===== src/rtl/uart_tx_frame_ctrl.sv =====
`default_nettype none
// ============================================================================
//  Module   : uart_tx_frame_ctrl
//  Purpose  : UART transmit framing controller. Accepts a parallel word and
//             serialises it as start bit, LSB-first data bits, an optional
//             parity bit and one stop bit (two with UART_TX_STOP2_EN).
//             CLK is the bit clock: one serial bit per CLK cycle.
//  Revision : 1.0 - initial release
// ----------------------------------------------------------------------------
//  Parameters
//    DATA_WIDTH  width of the parallel data word (default 8)
//  Ports
//    CLK         bit clock, rising-edge active
//    RST         asynchronous reset, active low
//    P_DATA      parallel word, sampled when a request is accepted
//    Data_Valid  single-cycle send request (shared with the parity calculator)
//    PAR_EN      1 = insert a parity bit, sampled when a request is accepted
//    par_bit     registered parity from the upstream parity calculator,
//                valid from the cycle after Data_Valid
//    TX_OUT      registered serial line, idles high
//    Busy        registered, high while a frame is in flight
//  Configuration macro
//    UART_TX_STOP2_EN  defined: every frame ends with two stop bits
//                      undefined: single stop bit, no STOP2 state
// ============================================================================
module uart_tx_frame_ctrl #(
    parameter int DATA_WIDTH = 8
) (
    input  logic                  CLK,
    input  logic                  RST,
    input  logic [DATA_WIDTH-1:0] P_DATA,
    input  logic                  Data_Valid,
    input  logic                  PAR_EN,
    input  logic                  par_bit,
    output logic                  TX_OUT,
    output logic                  Busy
);

    // A one-bit word still needs a one-bit counter.
    localparam int CNT_W = (DATA_WIDTH > 1) ? $clog2(DATA_WIDTH) : 1;
    localparam logic [CNT_W-1:0] C_LAST_BIT = CNT_W'(DATA_WIDTH - 1);

    typedef enum logic [2:0] {
        ST_IDLE   = 3'd0,
        ST_START  = 3'd1,
        ST_DATA   = 3'd2,
        ST_PARITY = 3'd3,
`ifdef UART_TX_STOP2_EN
        ST_STOP2  = 3'd5,
`endif
        ST_STOP   = 3'd4
    } state_t;

    state_t                  state_q;
    logic [CNT_W-1:0]        cnt_q;
    logic [DATA_WIDTH-1:0]   shift_q;
    logic                    par_en_q;
    logic                    par_q;
    logic                    tx_q;
    logic                    busy_q;
    // Low for the first edge after reset release, so a Data_Valid that is
    // high in the cycle reset deasserts is not taken as a request.
    logic                    armed_q;

    assign TX_OUT = tx_q;
    assign Busy   = busy_q;

    // ------------------------------------------------------------------------
    // Framing FSM. Outputs are registered: the value assigned to tx_q on the
    // edge that enters a state is the bit driven for the whole of that state.
    // ------------------------------------------------------------------------
    always_ff @(posedge CLK or negedge RST) begin
        if (!RST) begin
            state_q  <= ST_IDLE;
            cnt_q    <= '0;
            shift_q  <= '0;
            par_en_q <= 1'b0;
            par_q    <= 1'b0;
            tx_q     <= 1'b1;
            busy_q   <= 1'b0;
            armed_q  <= 1'b0;
        end else begin
            armed_q <= 1'b1;
            case (state_q)
                ST_IDLE: begin
                    tx_q   <= 1'b1;
                    busy_q <= 1'b0;
                    cnt_q  <= '0;
                    if (Data_Valid && armed_q) begin
                        shift_q  <= P_DATA;
                        par_en_q <= PAR_EN;
                        tx_q     <= 1'b0;       // start bit
                        busy_q   <= 1'b1;
                        state_q  <= ST_START;
                    end
                end

                ST_START: begin
                    // Parity is taken now and held privately: a later
                    // Data_Valid pulse retriggers the upstream calculator
                    // and would otherwise corrupt this frame's parity.
                    par_q   <= par_bit;
                    tx_q    <= shift_q[0];
                    shift_q <= shift_q >> 1;
                    cnt_q   <= '0;
                    state_q <= ST_DATA;
                end

                ST_DATA: begin
                    if (cnt_q == C_LAST_BIT) begin
                        cnt_q <= '0;
                        if (par_en_q) begin
                            tx_q    <= par_q;
                            state_q <= ST_PARITY;
                        end else begin
                            tx_q    <= 1'b1;
                            state_q <= ST_STOP;
                        end
                    end else begin
                        cnt_q   <= cnt_q + CNT_W'(1);
                        tx_q    <= shift_q[0];
                        shift_q <= shift_q >> 1;
                    end
                end

                ST_PARITY: begin
                    tx_q    <= 1'b1;
                    state_q <= ST_STOP;
                end

                ST_STOP: begin
                    tx_q <= 1'b1;
`ifdef UART_TX_STOP2_EN
                    state_q <= ST_STOP2;
`else
                    busy_q  <= 1'b0;
                    state_q <= ST_IDLE;
`endif
                end

`ifdef UART_TX_STOP2_EN
                ST_STOP2: begin
                    tx_q    <= 1'b1;
                    busy_q  <= 1'b0;
                    state_q <= ST_IDLE;
                end
`endif

                default: begin
                    tx_q    <= 1'b1;
                    busy_q  <= 1'b0;
                    state_q <= ST_IDLE;
                end
            endcase
        end
    end

endmodule
`default_nettype wire


===== config.mk =====
export PLATFORM = sky130hd
export DESIGN_NAME = uart_tx_frame_ctrl
export DESIGN_NICKNAME = d
export VERILOG_FILES = /design/src/rtl/uart_tx_frame_ctrl.sv
export SDC_FILE = /design/constraint.sdc
export NUM_CORES = 1
export LEC_CHECK = 0
export BUFFER_PORTS_ARGS = -buffer_cell sky130_fd_sc_hd__buf_2
export CORE_ASPECT_RATIO = 0.9
export CORE_MARGIN = 1.5
export CORE_UTILIZATION = 50
export DETAILED_ROUTE_END_ITERATION = 8
export PLACE_DENSITY = 0.69
export SETUP_SLACK_MARGIN = 0.3
export SLEW_MARGIN = 20
export SYNTH_ARGS = -nofsm -noshare
export SYNTH_HDL_FRONTEND = slang
export SYNTH_SLANG_ARGS = --single-unit

===== constraint.sdc =====
create_clock -name CLK -period 2.1 [get_ports CLK]
set_input_delay 0.21 -clock CLK [delete_from_list [all_inputs] [get_ports CLK]]
set_output_delay 0.21 -clock CLK [all_outputs]
set_load 0.05 [all_outputs]

==> tab_implementation.tex, run 1 <==
\begin{tabular}{lr}
\hline
Metric & Value \\
\hline
\multicolumn{2}{l}{\textbf{Worst setup path}} \\
\quad Type of destination of the critical path & flop \\
\quad Number of cells on the critical path & 5 \\
\quad Type of the setup path with the least slack & reg -> reg \\
\quad Setup crit start kind & flop \\
\quad Data required time of the worst path & 2.30 ns \\
\quad Buf/Inv on CP & 0 \\
\quad Arrival time worst endpoint & 1.92 ns \\
\quad Largest delay contributor family on the critical path & flip-flops \\
\quad Maximum single-stage delay on the critical path & 0.43 ns \\
\quad Source of the critical timing path & cnt\_q[1] \\
\quad Slowest stage cell, crit path & sky130\_fd\_sc\_hd\_\_dfrtp\_1 \\
\quad Critical path, cell by cell & ha\_1 > ha\_2 > o22a\_2 > nor2\_8 > mux2\_4 \\
\quad Reg2Reg Capture Point & shift\_q[6] \\
\quad Reg-to-reg startpoint & cnt\_q[1] \\
\quad Depth of the worst register-to-register path & 5 \\
\quad Minimum setup slack among reg-to-reg paths & 0.38 ns \\
\quad Peak fanout along the critical path & 7 \\
\multicolumn{2}{l}{\textbf{Floorplanning}} \\
\quad I/O pin count & 15 \\
\quad Horizontal die dimension & 49.36 um \\
\quad Initial Utilization & 55.21\% \\
\quad Die Footprint & 2208 um\^{}2 \\
\quad Placement Rows & 14 \\
\quad Core Footprint & 1752 um\^{}2 \\
\quad Overall die height & 44.73 um \\
\multicolumn{2}{l}{\textbf{Layout}} \\
\quad Final layout net count & 115 \\
\quad Share of layout cells above drive strength 1 & 37.37\% \\
\quad Most common cell after layout, fill and taps aside & sky130\_fd\_sc\_hd\_\_dfrtp\_1 \\
\quad N\_diodes & 0 \\
\quad Most frequent cells in the layout & sky130\_fd\_sc\_hd\_\_dfrtp\_1 (18), sky130\_fd\_sc\_hd\_\_buf\_2 (14), sky130\_fd\_sc\_hd\_\_mux2\_1 (7), sky130\_fd\_sc\_hd\_\_mux2\_4 (7) \\
\quad Area grow syn2layout & 17.08\% \\
\multicolumn{2}{l}{\textbf{Timing}} \\
\quad Worst Clk Skew & 0.003922 ns \\
\quad Clock period minus final worst setup slack & 1.719 ns \\
\quad RSZ-0062 raised after global routing & false \\
\quad Hold Violations, Final & 0 \\
\quad Setup total negative slack & 0 ns \\
\quad Setup-violating endpoint count in the final report & 0 \\
\quad Worst-case hold slack & 0.1294 ns \\
\quad Number of pins exceeding their max-slew limit in the final report & 0 \\
\quad Period utilisation layout & 81.84\% \\
\quad Achievable frequency & 0.5819 GHz \\
\multicolumn{2}{l}{\textbf{Flow run}} \\
\quad Max-cap violations & 0 \\
\multicolumn{2}{l}{\textbf{Logic synthesis}} \\
\quad Post-Synthesis Cells & 78 \\
\quad Post-Syn Area per Cell & 12.40 um\^{}2 \\
\quad Top FF cell, synth & sky130\_fd\_sc\_hd\_\_dfrtp\_1 \\
\quad Number of flip-flops and latches in the synthesized netlist & 19 \\
\quad Post-Synthesis Cell Area & 967.2 um\^{}2 \\
\quad Net count after synthesis & 93 \\
\quad Post-synth EDFFs & 0 \\
\quad Sequential-to-total area share from yosys stat & 49.29\% \\
\quad Total of warnings raised by yosys & 0 \\
\quad Fraction of synthesis flops using an asynchronous set or reset pin & 100.0\% \\
\quad Synth cell types & 26 \\
\multicolumn{2}{l}{\textbf{Power}} \\
\quad Clock network power share & 12.1\% \\
\quad Power per cell area & 1399 nW/um\^{}2 \\
\quad Net switching power of the design & 0.5738 mW \\
\quad Worst vdd rail ir drop & 0.7196 mV \\
\quad Combinational power share & 49.0\% \\
\quad Share of total power in sequential cells & 39.0\% \\
\quad Pleak & 0.5440 nW \\
\quad Internal power component & 1.010 mW \\
\quad Sw Share & 36.22\% \\
\multicolumn{2}{l}{\textbf{Global routing}} \\
\quad Global Route Usage Sum & 18.96\% \\
\quad First-pass GRT wire length & 3111 um \\
\quad GRT Residual Overflow & 0 \\
\quad Initial antenna violation count & 0 \\
\quad Number of global-route vias before repair & 710 \\
\quad Pin count of the biggest net entering global routing & 20 \\
\multicolumn{2}{l}{\textbf{Place}} \\
\quad Quantity of I/O buffers inserted on ports & 14 \\
\quad Placer's final routability congestion estimate & 0.7182 \\
\quad Half-perimeter wire length of the detailed placement result & 1356 um \\
\multicolumn{2}{l}{\textbf{Worst hold path}} \\
\quad Worst Hold Launch & par\_bit \\
\quad Count of cells along the worst hold path & 2 \\
\quad Hold-critical path endpoint & par\_q \\
\quad Hold WC Path Type & in -> reg \\
\multicolumn{2}{l}{\textbf{Detailed routing}} \\
\quad Detail Route Antenna Nets & 0 \\
\quad Via count & 697 \\
\quad Pre-Repair DR Iteration Count & 4 \\
\quad DR DRC count & 0 \\
\quad Number of DRC markers in iteration 0 & 28 \\
\quad Final wirelength & 1863 um \\
\quad Average wire length per cell after detail routing & 15.15 um \\
\quad Vias per Instance & 5.667 \\
\multicolumn{2}{l}{\textbf{Clocking}} \\
\quad Count of H-tree levels built during CTS & 1 \\
\quad Number of buffers created by CTS & 3 \\
\quad Insertion delay of the later-clocked pin in the worst-skew pair & 0.30 ns \\
\quad Maximum number of buffers from clock root to sink & 2 \\
\quad TritonCTS clock tree & built \\
\quad Clock transition time at the flip-flop clock pins of the worst setup and hold paths & 0.11 ns \\
\quad Root Buffer Master & sky130\_fd\_sc\_hd\_\_clkbuf\_4 \\
\quad CTS sink count & 19 \\
\multicolumn{2}{l}{\textbf{Status}} \\
\quad Outcome & complete, no violations \\
\hline
\end{tabular}
[final cells by class]
cell class,instances,area (um^2)
fillers,133,619.3
repair buffers,20,117.6
clock buffers,4,26.28
well taps,24,30.03
inverters,2,7.507
flip-flops and latches,19,476.7
multi-input cells,54,474.2
[power by group through the flow]
stage               combinational [mW]  sequential (mW)  clock, mW
detailed placement               0.736            0.630          0
floorplan                        0.548            0.654          0
CTS                              0.785            0.617      0.193
finish                           0.776            0.617      0.191
global placement                 0.710            0.619          0
global route                     0.840            0.635      0.204
[cell usage after synthesis (all sizes together), types with 2 or more instances]
master | number | share of area, %
a21oi | 5 | 3.8
a22o | 6 | 5.4
clkbuf | 2 | 0.78
dfrtp | 18 | 47
ha | 2 | 2.6
inv | 2 | 0.78
mux2 | 16 | 21
nand2 | 4 | 1.6
nand2b | 2 | 1.3
nor2 | 7 | 4.4
nor3b | 2 | 1.6
o21ai | 2 | 1.0
[per-layer routing]
metal  GRT usage [%]  up-vias  part of all wire, %
met3           3.311        2                  4.2
met4           8.571        0                  1.3
met2           34.32       24                   49
met1           22.56      346                   46
met5               0        -                    0
li1                -      325                    -
[how the worst max path moves through the flow]
stage | to | slack, ns
detailed placement | shift_q[6] | 0.28
CTS | shift_q[0] | 0.31
floorplan | shift_q[0] | 0.39
finish | shift_q[6] | 0.38
global route | shift_q[6] | 0.32
global placement | shift_q[2] | 0.33
[registers in the layout, indices dropped and copies added (netlist names)]
register / count
cnt_q: 3
state_q: 3
Busy: 1
shift_q: 8
par_en_q: 1
armed_q: 1
TX_OUT: 1
par_q: 1
[metrics by stage]
step,setup slack [ns],cell area (um^2),total power [mW],instances,utilization [%]
2_1_floorplan,0.3943,967.2,1.203,78,-
3_3_place_gp,0.3309,1077,1.329,116,61.50
3_5_place_dp,0.2779,1077,1.365,116,61.50
4_1_cts,0.3071,1130,1.594,123,64.50
5_1_grt,0.3154,1132,1.679,123,64.64
6_report,0.3814,1132,1.584,123,64.64
[cell families (layout without fill, tap and decap cells)]
kind of cell             after synthesis  in the layout  share of synthesized area [%]
AND/OR/NAND/NOR                       17             17                          9.960
AO/OA/AOI/OAI                         18             18                          14.36
other                                  1              1                         0.3877
buffers and inverters                  5             26                          2.070
adder cells (fa/ha/maj)                2              2                          2.587
flip-flops                            19             19                          49.29
multiplexers                          16             16                          21.35
[timing repair]
| item | 4_1_cts | 5_1_grt |
|---|---|---|
| setup buffers | 2 | 0 |
| resized for setup | 1 | 1 |
| hold buffers | 1 | 0 |
| endpoints found under the hold margin | 18 | 0 |
| setup endpoints to repair | 7 | 8 |
| cloned | 0 | 0 |
| pin swaps | 2 | 1 |
(Power assumes the default switching activity.)
==> inputs of run 2 (changes only) <==
- CORE_UTILIZATION: 50 -> 49
- PLACE_DENSITY: 0.69 -> 0.7
- clock period: 2.1 -> 1.4 ns (I/O delays scaled with it)
==> run 2 against run 1 <==
Against the previous run: the flow now finishes with violations (setup timing); combinational power up 120%; largest cell class is now multi-input gates; highest routed layer unchanged; sequential power up 59%; fmax up 5.5%; register-to-register slack worse by 0.61 ns; flip-flop and latch count unchanged; design area up 29%; global-route usage up 2.5 points; utilization up 13 points; first-iteration DRC count down 64%; count of clock-buffer cells in the layout unchanged.
==> tab_implementation.tex, run 2 (synthesis gave the netlist of run 1 again) <==
\begin{tabular}{lr}
\hline
Metric & Value \\
\hline
\multicolumn{2}{l}{\textbf{Global routing}} \\
\quad Met1 Use GR & 30.00\% \\
\quad First-pass GRT wire length & 3484 um \\
\quad Met2 track utilization from global routing & 30.40\% \\
\quad GRT Residual Overflow & 0 \\
\quad Global Route Usage Sum & 21.48\% \\
\quad Layer with the highest usage after global routing & met2 \\
\quad Number of global-route vias before repair & 687 \\
\quad Initial antenna violation count & 0 \\
\quad GR Layer Usage met3 & 4.636\% \\
\quad Pin count of the biggest net entering global routing & 20 \\
\multicolumn{2}{l}{\textbf{Layout}} \\
\quad Post-layout instance area & 1464 um\^{}2 \\
\quad Layout Utilization & 77.23\% \\
\quad Share of layout cells above drive strength 1 & 68.75\% \\
\quad Flip-flop count of the largest register after layout & 8 \\
\quad Area grow syn2layout & 51.36\% \\
\quad Final layout net count & 128 \\
\quad Largest registers ranked by flip-flop count & shift\_q (8), cnt\_q (3), state\_q (3) \\
\quad Reg with most FFs & shift\_q \\
\quad N\_diodes & 0 \\
\quad Number of cells in the finished layout apart from fillers & 137 \\
\quad Most frequent cells in the layout & sky130\_fd\_sc\_hd\_\_dfrtp\_1 (16), sky130\_fd\_sc\_hd\_\_mux2\_4 (16), sky130\_fd\_sc\_hd\_\_buf\_2 (13) \\
\multicolumn{2}{l}{\textbf{Timing}} \\
\quad Number of pins exceeding their max-slew limit in the final report & 0 \\
\quad Achievable frequency & 0.6140 GHz \\
\quad Period utilisation layout & 116.3\% \\
\quad Setup-violating endpoint count in the final report & 11 \\
\quad Setup total negative slack & -1.711 ns \\
\quad Worst Clk Skew & 0.002894 ns \\
\quad Worst-case hold slack & 0.05635 ns \\
\quad Hold Violations, Final & 0 \\
\quad Worst Slack Setup Final & -0.2287 ns \\
\quad Clock period minus final worst setup slack & 1.629 ns \\
\quad RSZ-0062 raised after global routing & true \\
\multicolumn{2}{l}{\textbf{Place}} \\
\quad Number of instances in the placed design & 126 \\
\quad Quantity of I/O buffers inserted on ports & 14 \\
\quad Post-DP Area & 1194 um\^{}2 \\
\quad Setup slack at placement & -0.2325 ns \\
\quad Placer's final routability congestion estimate & 0.7779 \\
\quad Half-perimeter wire length of the detailed placement result & 1409 um \\
\multicolumn{2}{l}{\textbf{Worst setup path}} \\
\quad Peak fanout along the critical path & 7 \\
\quad Data required time of the worst path & 1.60 ns \\
\quad Type of the setup path with the least slack & reg -> reg \\
\quad Setup crit start kind & flop \\
\quad Critical path, cell by cell & ha\_4 > ha\_4 > o22a\_4 > nor2\_8 > mux2\_4 \\
\quad Slowest stage cell, crit path & sky130\_fd\_sc\_hd\_\_dfrtp\_1 \\
\quad Arrival time worst endpoint & 1.83 ns \\
\quad Maximum single-stage delay on the critical path & 0.43 ns \\
\quad Most common cell type on the critical path & sky130\_fd\_sc\_hd\_\_ha\_4 \\
\quad Type of destination of the critical path & flop \\
\multicolumn{2}{l}{\textbf{Floorplanning}} \\
\quad Overall die height & 45.15 um \\
\quad Core Footprint & 1896 um\^{}2 \\
\quad Initial Utilization & 51.02\% \\
\quad Horizontal die dimension & 49.83 um \\
\quad I/O pin count & 15 \\
\quad Die Footprint & 2250 um\^{}2 \\
\quad Placement Rows & 15 \\
\multicolumn{2}{l}{\textbf{Clocking}} \\
\quad Root Buffer Master & sky130\_fd\_sc\_hd\_\_clkbuf\_4 \\
\quad Insertion delay of the later-clocked pin in the worst-skew pair & 0.31 ns \\
\quad Number of buffers created by CTS & 3 \\
\quad Count of H-tree levels built during CTS & 1 \\
\quad Clock transition time at the flip-flop clock pins of the worst setup and hold paths & 0.11 ns \\
\quad CTS sink count & 19 \\
\quad TritonCTS clock tree & built \\
\quad Maximum number of buffers from clock root to sink & 2 \\
\multicolumn{2}{l}{\textbf{Status}} \\
\quad Failing checks & setup timing \\
\quad Outcome & complete, but fails checks \\
\multicolumn{2}{l}{\textbf{Power}} \\
\quad Net switching power of the design & 1.097 mW \\
\quad Pleak & 0.6919 nW \\
\quad Clock network power share & 9.6\% \\
\quad Combinational power share & 57.6\% \\
\quad Worst vdd rail ir drop & 1.388 mV \\
\quad Sw Share & 36.62\% \\
\quad Share of total power in sequential cells & 32.7\% \\
\quad Internal power component & 1.900 mW \\
\quad Total design power & 2.997 mW \\
\quad Power per cell area & 2047 nW/um\^{}2 \\
\multicolumn{2}{l}{\textbf{Detailed routing}} \\
\quad Detail Route Antenna Nets & 0 \\
\quad Via count & 751 \\
\quad DR DRC count & 0 \\
\quad Average wire length per cell after detail routing & 17.72 um \\
\quad Number of DRC markers in iteration 0 & 10 \\
\quad Final wirelength & 2427 um \\
\quad Pre-Repair DR Iteration Count & 3 \\
\quad Vias per Instance & 5.482 \\
\multicolumn{2}{l}{\textbf{Worst hold path}} \\
\quad Hold WC Path Type & in -> reg \\
\multicolumn{2}{l}{\textbf{Flow run}} \\
\quad Max-cap violations & 0 \\
\hline
\end{tabular}
-- run 2: cell types whose count changed in the layout (fill, tap and decap cells not counted), sizes merged --
cell,previous run,this run
buf,19,32
-- run 2: worst max-delay path: cells and delay by family, from the launching register on --
family                     cells  cell delay, ns
DFF                            1            0.43
adders and majority gates      2            0.34
muxes                          1            0.33
AOI/OAI and AO/OA              1            0.25
and+or+nand+nor                1            0.18
-- run 2: metal layers --
layer,part of all wire (%),vias to the layer above
met3,2.6,6
met2,48,12
met1,46,380
met4,2.7,0
met5,0,-
li1,-,353
-- run 2: power groups by stage --
stage | sequential [mW] | clock [mW] | combinational (mW)
after floorplan | 1.01 | 0 | 0.909
after global placement | 0.929 | 0 | 1.24
after detailed placement | 0.948 | 0 | 1.28
after CTS | 0.957 | 0.290 | 1.51
after global routing | 1.01 | 0.310 | 1.83
final | 0.981 | 0.289 | 1.73
-- run 2: path summary, 6_finish.rpt --
check | slack, ns | start | depth (start not counted) | to
max | -0.23 | cnt_q[1] | 5 | shift_q[6]
min | 0.06 | par_bit | 2 | par_q
max reg2reg | -0.23 | cnt_q[1] | 5 | shift_q[6]
min reg2reg | 0.51 | shift_q[7] | 2 | shift_q[7]
max in group asynchronous | 0.78 | RST | 2 | TX_OUT
min in group asynchronous | 0.29 | RST | 2 | shift_q[1]
-- run 2: area by class of cell --
cell class                 count  area [um^2]
clock buffer                   4        26.28
fill                         111        431.7
inverter                       2        7.507
multi-input combinational     54        651.9
sequential                    19        479.2
tap                           25        31.28
timing repair buffer          33        267.8
-- run 2: what timing repair did --
action | 4_1_cts | 5_1_grt
setup endpoints to repair | 19 | 19
hold endpoints to repair | 18 | 0
pin swaps | 9 | 7
setup buffers | 1 | 5
hold buffers | 1 | 0
resized for setup | 20 | 24
